`src/rtl/pid_velocity_controller.sv`:
```
// Incremental (velocity-form) PID controller: one time-shared multiplier forms
// delta-u over three MAC cycles, then a clamped accumulator drives a saturated command.
module pid_velocity_controller #(
    parameter int DW    = 16,
    parameter int GW    = 16,
    parameter int FRAC  = 12,
    parameter int AW    = 36,
    parameter int U_MAX = 32767,
    parameter int U_MIN = 0
) (
    input  logic                 clk,
    input  logic                 reset,
    input  logic                 clear,
    input  logic                 sample,
    input  logic signed [DW-1:0] set_temp,
    input  logic signed [DW-1:0] curr_temp,
    input  logic signed [GW-1:0] k1,
    input  logic signed [GW-1:0] k2,
    input  logic signed [GW-1:0] k3,
    output logic                 busy,
    output logic                 out_valid,
    output logic signed [DW-1:0] control_out,
    output logic                 sat_hi,
    output logic                 sat_lo,
    output logic                 overrun
);
    localparam int PW = GW + DW;
    localparam int XW = GW + DW + 2;

    // Accumulator bounds: the top bound keeps the full fractional range of U_MAX.
    localparam longint HI_L    = (longint'(U_MAX) <<< FRAC) + (longint'(1) <<< FRAC) - 64'sd1;
    localparam longint LO_L    = longint'(U_MIN) <<< FRAC;
    localparam logic signed [AW:0] ACC_HI = HI_L[AW:0];
    localparam logic signed [AW:0] ACC_LO = LO_L[AW:0];
    localparam int     CLR_INT = (U_MIN <= 0 && U_MAX >= 0) ? 0 : U_MIN;
    localparam logic signed [DW-1:0] CLR_OUT = CLR_INT[DW-1:0];

    typedef enum logic [2:0] {IDLE, MAC0, MAC1, MAC2, UPDATE} state_t;

    state_t state, state_next;

    logic signed [DW-1:0] e0, err1, err2;
    logic signed [GW-1:0] k1_r, k2_r, k3_r;
    logic signed [XW-1:0] delta;
    logic signed [AW-1:0] acc;

    logic signed [DW:0]   diff;
    logic signed [DW-1:0] e_sat;
    logic signed [GW-1:0] k_sel;
    logic signed [DW-1:0] e_sel;
    logic signed [PW-1:0] product;
    logic signed [AW:0]   sum, acc_next, acc_shift;
    logic                 clamp_hi, clamp_lo;

    assign busy = (state != IDLE);

    always_ff @(posedge clk or posedge reset) begin
        if (reset) state <= IDLE;
        else       state <= state_next;
    end

    always_comb begin
        state_next = state;
        if (clear) begin
            state_next = IDLE;
        end else begin
            case (state)
                IDLE:    if (sample) state_next = MAC0;
                MAC0:    state_next = MAC1;
                MAC1:    state_next = MAC2;
                MAC2:    state_next = UPDATE;
                UPDATE:  state_next = IDLE;
                default: state_next = IDLE;
            endcase
        end
    end

    // Error is formed one bit wider so the subtraction cannot wrap before saturation.
    assign diff = {set_temp[DW-1], set_temp} - {curr_temp[DW-1], curr_temp};

    always_comb begin
        e_sat = diff[DW-1:0];
        if (diff[DW] != diff[DW-1])
            e_sat = diff[DW] ? {1'b1, {(DW-1){1'b0}}} : {1'b0, {(DW-1){1'b1}}};
    end

    always_comb begin
        k_sel = k1_r;
        e_sel = e0;
        case (state)
            MAC1:    begin k_sel = k2_r; e_sel = err1; end
            MAC2:    begin k_sel = k3_r; e_sel = err2; end
            default: ;
        endcase
    end

    assign product = PW'(k_sel) * PW'(e_sel);

    assign sum = (AW+1)'(acc) + (AW+1)'(delta);

    always_comb begin
        acc_next = sum;
        clamp_hi = 1'b0;
        clamp_lo = 1'b0;
        if (sum > ACC_HI) begin
            acc_next = ACC_HI;
            clamp_hi = 1'b1;
        end else if (sum < ACC_LO) begin
            acc_next = ACC_LO;
            clamp_lo = 1'b1;
        end
    end

    assign acc_shift = acc_next >>> FRAC;

    always_ff @(posedge clk or posedge reset) begin
        if (reset) begin
            e0          <= '0;
            err1        <= '0;
            err2        <= '0;
            k1_r        <= '0;
            k2_r        <= '0;
            k3_r        <= '0;
            delta       <= '0;
            acc         <= '0;
            control_out <= '0;
            out_valid   <= 1'b0;
            sat_hi      <= 1'b0;
            sat_lo      <= 1'b0;
            overrun     <= 1'b0;
        end else begin
            out_valid <= 1'b0;
            overrun   <= sample && (state != IDLE) && !clear;
            if (clear) begin
                err1        <= '0;
                err2        <= '0;
                delta       <= '0;
                acc         <= '0;
                sat_hi      <= 1'b0;
                sat_lo      <= 1'b0;
                control_out <= CLR_OUT;
            end else begin
                case (state)
                    IDLE: begin
                        if (sample) begin
                            e0    <= e_sat;
                            k1_r  <= k1;
                            k2_r  <= k2;
                            k3_r  <= k3;
                            delta <= '0;
                        end
                    end
                    MAC0, MAC1, MAC2: delta <= delta + XW'(product);
                    UPDATE: begin
                        acc         <= acc_next[AW-1:0];
                        sat_hi      <= clamp_hi;
                        sat_lo      <= clamp_lo;
                        err2        <= err1;
                        err1        <= e0;
                        control_out <= acc_shift[DW-1:0];
                        out_valid   <= 1'b1;
                    end
                    default: ;
                endcase
            end
        end
    end

endmodule

```
`config.mk`:
```
export PLATFORM = sky130hd
export DESIGN_NAME = pid_velocity_controller
export DESIGN_NICKNAME = d
export VERILOG_FILES = /design/src/rtl/pid_velocity_controller.sv
export SDC_FILE = /design/constraint.sdc
export NUM_CORES = 1
export LEC_CHECK = 0
export ABC_CLOCK_PERIOD_IN_PS = 7400
export CAP_MARGIN = 20
export CORE_MARGIN = 5
export CORE_UTILIZATION = 55
export CTS_CLUSTER_DIAMETER = 100
export DETAILED_ROUTE_END_ITERATION = 10
export HOLD_SLACK_MARGIN = 0.1
export MAX_ROUTING_LAYER = met4
export PLACE_DENSITY = 0.84
export SETUP_SLACK_MARGIN = 0.02
export SLEW_MARGIN = 20
export SYNTH_ARGS = -nofsm -noshare
export SYNTH_HDL_FRONTEND = slang
export SYNTH_SLANG_ARGS = --single-unit
```
`constraint.sdc`:
```
create_clock -name clk -period 7.4 [get_ports clk]
set_clock_uncertainty 0.1 [all_clocks]
set_input_delay 2.22 -clock clk [delete_from_list [all_inputs] [get_ports clk]]
set_output_delay 2.22 -clock clk [all_outputs]
set_load 0.01 [all_outputs]
```
Word level (Yosys, flattened, before mapping)
Cells that the tools add are included.
{"block": "word_totals", "regBits": 189, "inputBits": 84, "out_inout_bits": 21}
{"block": "classes", "n_addsub": 3, "mul": 1, "order_cmp": 2, "n_eq_ne": 6, "n_mux": 29, "bitwise": 1, "reduce_logical": 10}
{"cell": "$mux W36", "count": 4}
{"cell": "$mux W16", "count": 8}
{"cell": "$mux W34", "count": 2}
{"cell": "$pmux W34 S2", "count": 1}
{"cell": "$pmux W16 S2", "count": 2}
{"cell": "$add A36 B34 Y37", "count": 1}
{"cell": "$gt A37 B28 Y1 const B", "count": 1}
{"cell": "$lt A37 B1 Y1 const B", "count": 1}
{"cell": "$add A34 B32 Y34", "count": 1}
{"cell": "$mul A16 B16 Y32", "count": 1}
{"cell": "$sub A16 B16 Y17", "count": 1}
{"cell": "$pmux W3 S4", "count": 1}
{"cell": "$mux W1", "count": 9}
{"cell": "$eq A3 B2 Y1 const B", "count": 2}
{"cell": "$mux W3", "count": 2}
{"cell": "$reduce_bool A3 Y1", "count": 2}
{"cell": "$eq A3 B1 Y1 const B", "count": 1}
{"cell": "$eq A3 B3 Y1 const B", "count": 1}
{"cell": "$logic_not A3 Y1", "count": 1}
{"cell": "$ne A3 B3 Y1 const B", "count": 1}
{"cell": "$reduce_and A3 Y1", "count": 1}
{"cell": "$reduce_or A3 Y1", "count": 1}
{"cell": "$logic_and A1 B1 Y1", "count": 2}
{"cell": "$reduce_and A2 Y1", "count": 1}
{"cell": "4 further kinds", "count": 4}

Logic depth before layout (Yosys ltp)
{"block": "logic_depth", "depth_word": 6, "depth_mapped": 30}

Worst setup path after synthesis
OpenSTA, ideal clock, no wires.
{"block": "synth_path", "path_type": "flip-flop to flip-flop", "from": "register state[0]", "to": "register delta[32]", "t_arrival_ns": 7.554, "required_time_ns": 7.217, "path_slack_ns": -0.336, "stages_incl_launch_ff": 24, "cell_sequence": "dfrtp_1 -> clkbuf_1 -> clkbuf_1 -> buf_1 -> mux2i_1 -> o21ai_1 -> nand2_1 -> fa_1 -> fa_1 -> fa_1 -> inv_1 -> fa_1 -> fa_1 -> inv_1 -> fa_1 -> inv_1 -> ha_1 -> and3_1 -> a31o_2 -> nand2_1 -> o311ai_0 -> a41oi_1 -> o41a_1 -> o21ai_0"}
{"block": "synth_via", "elab_chain_cells": 6, "elab_cells_between_ends": 14, "classes_between": "add/sub: 1; mul: 1; eq/ne: 4; mux: 4; reduce/logical: 4"}
{"element": "start: declaration", "line_no": "40", "text": "state_t state, state_next;"}
{"element": "start signal: assignment", "line_no": "59", "text": "else state <= state_next;"}
{"element": "$eq A3 B2 Y1", "line_no": "90, 143"}
{"element": "$pmux W16 S2", "line_no": "90", "text": "case (state)"}
{"element": "$mul A16 B16 Y32", "line_no": "97", "text": "assign product = PW'(k_sel) * PW'(e_sel);"}
{"element": "$add A34 B32 Y34", "line_no": "153", "text": "MAC0, MAC1, MAC2: delta <= delta + XW'(product);"}
{"element": "$pmux W34 S2", "line_no": "143", "text": "case (state)"}
{"element": "$mux W34", "line_no": "134", "text": "if (clear) begin"}
{"element": "end signal: assignment", "line_no": "153"}
{"element": "end: declaration", "line_no": "44", "text": "logic signed [XW-1:0] delta;"}
Several ways; a longest one is shown, not always the timed one.
A chain may end at the register's enable or synchronous reset.

Worst setup path after layout
{"block": "layout_path", "from": "register state[0]", "to": "register delta[25]"}
Same word-level chain as after synthesis.

==> out/summary.md <==
The largest single stage delay on the critical path is 0.59 ns. The mux contribution to synthesized area is 0.0170, and the number of cells in the finished layout apart from fillers is 3085. The xor and xnor fraction of the mapped netlist area was 0.0289; the growth of design area from synthesis to finish was 12.0%. The netlist area before placement was 21800 um2. The flow ran to the end, and the final reports show no timing, DRC or antenna violations. The number of flip-flops and latches in the synthesized netlist was 173. For the count of inserted antenna diode cells, the log shows 0. The first routing iteration left 1299 violations. The detail-routed via count per cell was 5.75.

The share of final-layout standard cells stronger than drive strength 1 works out to 0.0813. The worst path needs 7.19 ns of the cycle, external delays included. The logs give 0 for the number of nets with antenna violations after routing and 2992 for the net count of the mapped netlist. The post-DP HPWL was 47900 um.

The final route contains 17.7k vias. In this run, distinct cell masters in the synthesized netlist total 94. Setup repair after global routing could not meet its margin everywhere. The count of pins over their slew limit is 0. Clock-pin slew was measured on the worst setup and hold paths at 0.08 ns.

Net count of the finished layout: 3093. The flip-flop and latch area was 4330 um2. The filler cells instantiated in the layout total 3285. Setup violations remaining at the end of the flow were counted as 0. The element type at the critical path start is a flop. The tools report the remaining design rule violation count as 0.

STA classifies the critical path endpoint as a flop. Synthesis produced 2446 cells. The compound-gate portion of the synthesized area is 0.152. The CTS root buffer was sky130_fd_sc_hd__clkbuf_16. With fillers left out, the area of the finished cells amounts to 24500 um2. The length in cells of the worst reg-to-reg path was 25; the final global-route overflow total was 0. Once placement finished, the instance area stood at 23800 um2. From bottom edge to top edge, the die measures 209 um.

The number of antenna violations at the first check in global routing came out at 0. The tools report the number of hold violations in the final report as 0. The start-to-end type of the worst setup path is reg -> reg.

Cell type with the highest occurrence count on the critical path: sky130_fd_sc_hd__fa_1. The final core area utilization was 0.619. The max-cap check violation count was 0; the CTS buffer count was 17. The run gives 0.198 as the part of the Yosys area used for sequential elements. For the worst-skew pair, the clock arrives at the later sink with an insertion delay of 0.47 ns. STA puts the critical path data arrival time at 7.40 ns. The buffer depth of the longest clock path came out at 2. For this run, the leading register cell type out of synthesis is sky130_fd_sc_hd__dfrtp_1. Static timing analysis puts the maximum clock frequency at 0.139 GHz.

The maximum fanout along the worst path was 11. Measured along the x axis, the die boundary spans 209 um. In this run the core area contains 73 standard-cell rows. For the final routed database, the setup TNS stands at 0 ns.

The congestion estimate from routability-driven global placement came to 0.983. The logs give 0.275 for the relative max-transition margin and 18.4k for the number of global-route vias before repair. At the pin with the least slew margin, the transition time is 1.09 ns. During I/O placement, the number of pins put on the boundary was 105. In the final layout, the multi-input gates occupy 15600 um2. The wire length per cell after detailed routing works out to 19.1 um. The largest individual stage delay along the critical path comes from the cell sky130_fd_sc_hd__fa_1. The most common cell after layout, fill and taps aside was sky130_fd_sc_hd__inv_1. The async set or reset register ratio after synthesis was 1.00. The first global-routing pass estimated 95300 um of wire. The adder and majority cell fraction of the synthesized area was 0.370.

TritonCTS built the clock tree. In this run, placement finished with an instance count of 3048. The per-instance average area after synthesis was 8.93 um2. Final period utilization: 0.971.

The tools report the sum of routed wire length over all layers as 58900 um. The post-synthesis simple-gate area fraction came out at 0.142. The yosys synthesis warning count was 0; the number of port buffers was 104. The effective utilization at floorplan was 0.552. The first detailed-routing pass ran for 5 iterations. STA puts the critical path data required time at 7.61 ns. In this run the worst hold path is classified as reg -> reg.

After synthesis, the largest family of logic cells by area is adder cells. Leaving out fill and tap cells, the most frequent cells in the layout are sky130_fd_sc_hd__inv_1, sky130_fd_sc_hd__nand2_1, sky130_fd_sc_hd__fa_1. The tools report the overall fraction of global-route tracks in use as 0.279. The H-tree depth came out at 4.

The die covers 43800 um2. The number of flops mapped to enable cells by yosys came out at 0. The tree built by TritonCTS fans out to 173 sinks.

The logs give 82 for the largest net degree at the start of global routing and 0 for the count of hold-fix buffers inserted at cts. The area inside the core boundary was 39500 um2; the number of instances on the worst hold path was 2.
cell type report:
type,instances,share of cell area
multi-input combinational,1778,0.637
sequential,173,0.177
inverter,387,0.0596
clock inverter,14,0.00583
tap,525,0.0268
clock buffer,18,0.0179
timing repair buffer,190,0.0759
kinds of logic after synthesis:
group                    count (synthesis)
AND/OR/NAND/NOR                        713
buffers and inverters                  495
AO/OA/AOI/OAI                          494
adder cells (fa/ha/maj)                462
flip-flops                             173
XOR/XNOR                                72
multiplexers                            37
worst max-delay path: cells and delay by family (launching register included):
family,cells,cell delay [ns]
buffers and inverters,7,0.77
DFF,1,0.52
AOI/OAI and AO/OA,7,1.46
adders and majority gates,7,3.35
muxes,1,0.35
and+or+nand+nor,2,0.29
xor gates and xnor gates,1,0.14
cells in the mapped netlist, drive strengths merged, types with 10 or more instances:
| library cell | number | area, um2 |
|---|---|---|
| a21o | 33 | 258 |
| a21oi | 108 | 552 |
| a22o | 42 | 368 |
| a22oi | 28 | 210 |
| a31oi | 11 | 68.8 |
| and2 | 10 | 65.1 |
| and3 | 13 | 82.6 |
| buf | 25 | 180 |
| clkbuf | 81 | 345 |
| dfrtp | 173 | 4330 |
| fa | 307 | 6150 |
| ha | 155 | 1940 |
| inv | 386 | 1450 |
| mux2i | 36 | 360 |
| nand2 | 378 | 1420 |
| nand2b | 16 | 100 |
| nand3 | 17 | 85.1 |
| nor2 | 193 | 727 |
| nor3 | 16 | 80.1 |
| o21a | 35 | 264 |
| o21ai | 152 | 836 |
| o21bai | 15 | 113 |
| or2 | 12 | 75.1 |
| or3 | 10 | 72.6 |
| xnor2 | 44 | 385 |
| xor2 | 28 | 245 |
state kept, by name, indices dropped and copies added, names as in the netlist:
signal and count:
k1_r 16, state 3, e0 16, err2 16, sat_hi 1, acc 21, overrun 1, control_out 15
err1 16, out_valid 1, k2_r 16, sat_lo 1, delta 34, k3_r 16
metrics by stage:
stage | hold slack (ns) | setup slack, ns
after floorplan | 0.345 | 0.0618
after CTS | 0.383 | 0.0244
after global routing | 0.408 | -0.0156
after detailed placement | 0.362 | -0.0208
final | 0.387 | 0.214
after global placement | 0.359 | 0.0908
what timing repair did:
action	CTS	global route
resized for setup	3	15
buffers inserted	0	4
cloned	0	1
setup endpoints to repair	6	10
layer usage:
layer / GRT usage / routed length [um]
met5: - / 0
met4: 0.0959 / 2100
met3: 0.0552 / 3790
met2: 0.452 / 29200
met1: 0.354 / 23800
final timing paths:
check                         start        end  slack, ns
min                        k2_r[10]   k2_r[10]       0.39
max in group asynchronous     reset    k3_r[3]       3.80
min in group asynchronous     reset     e0[14]       2.17
max reg2reg                state[0]  delta[25]       0.21
min reg2reg                k2_r[10]   k2_r[10]       0.39
max                        state[0]  delta[25]       0.21
Power is not shown: default switching activity piles up to over one toggle a cycle in this logic, so the estimate is an artifact.
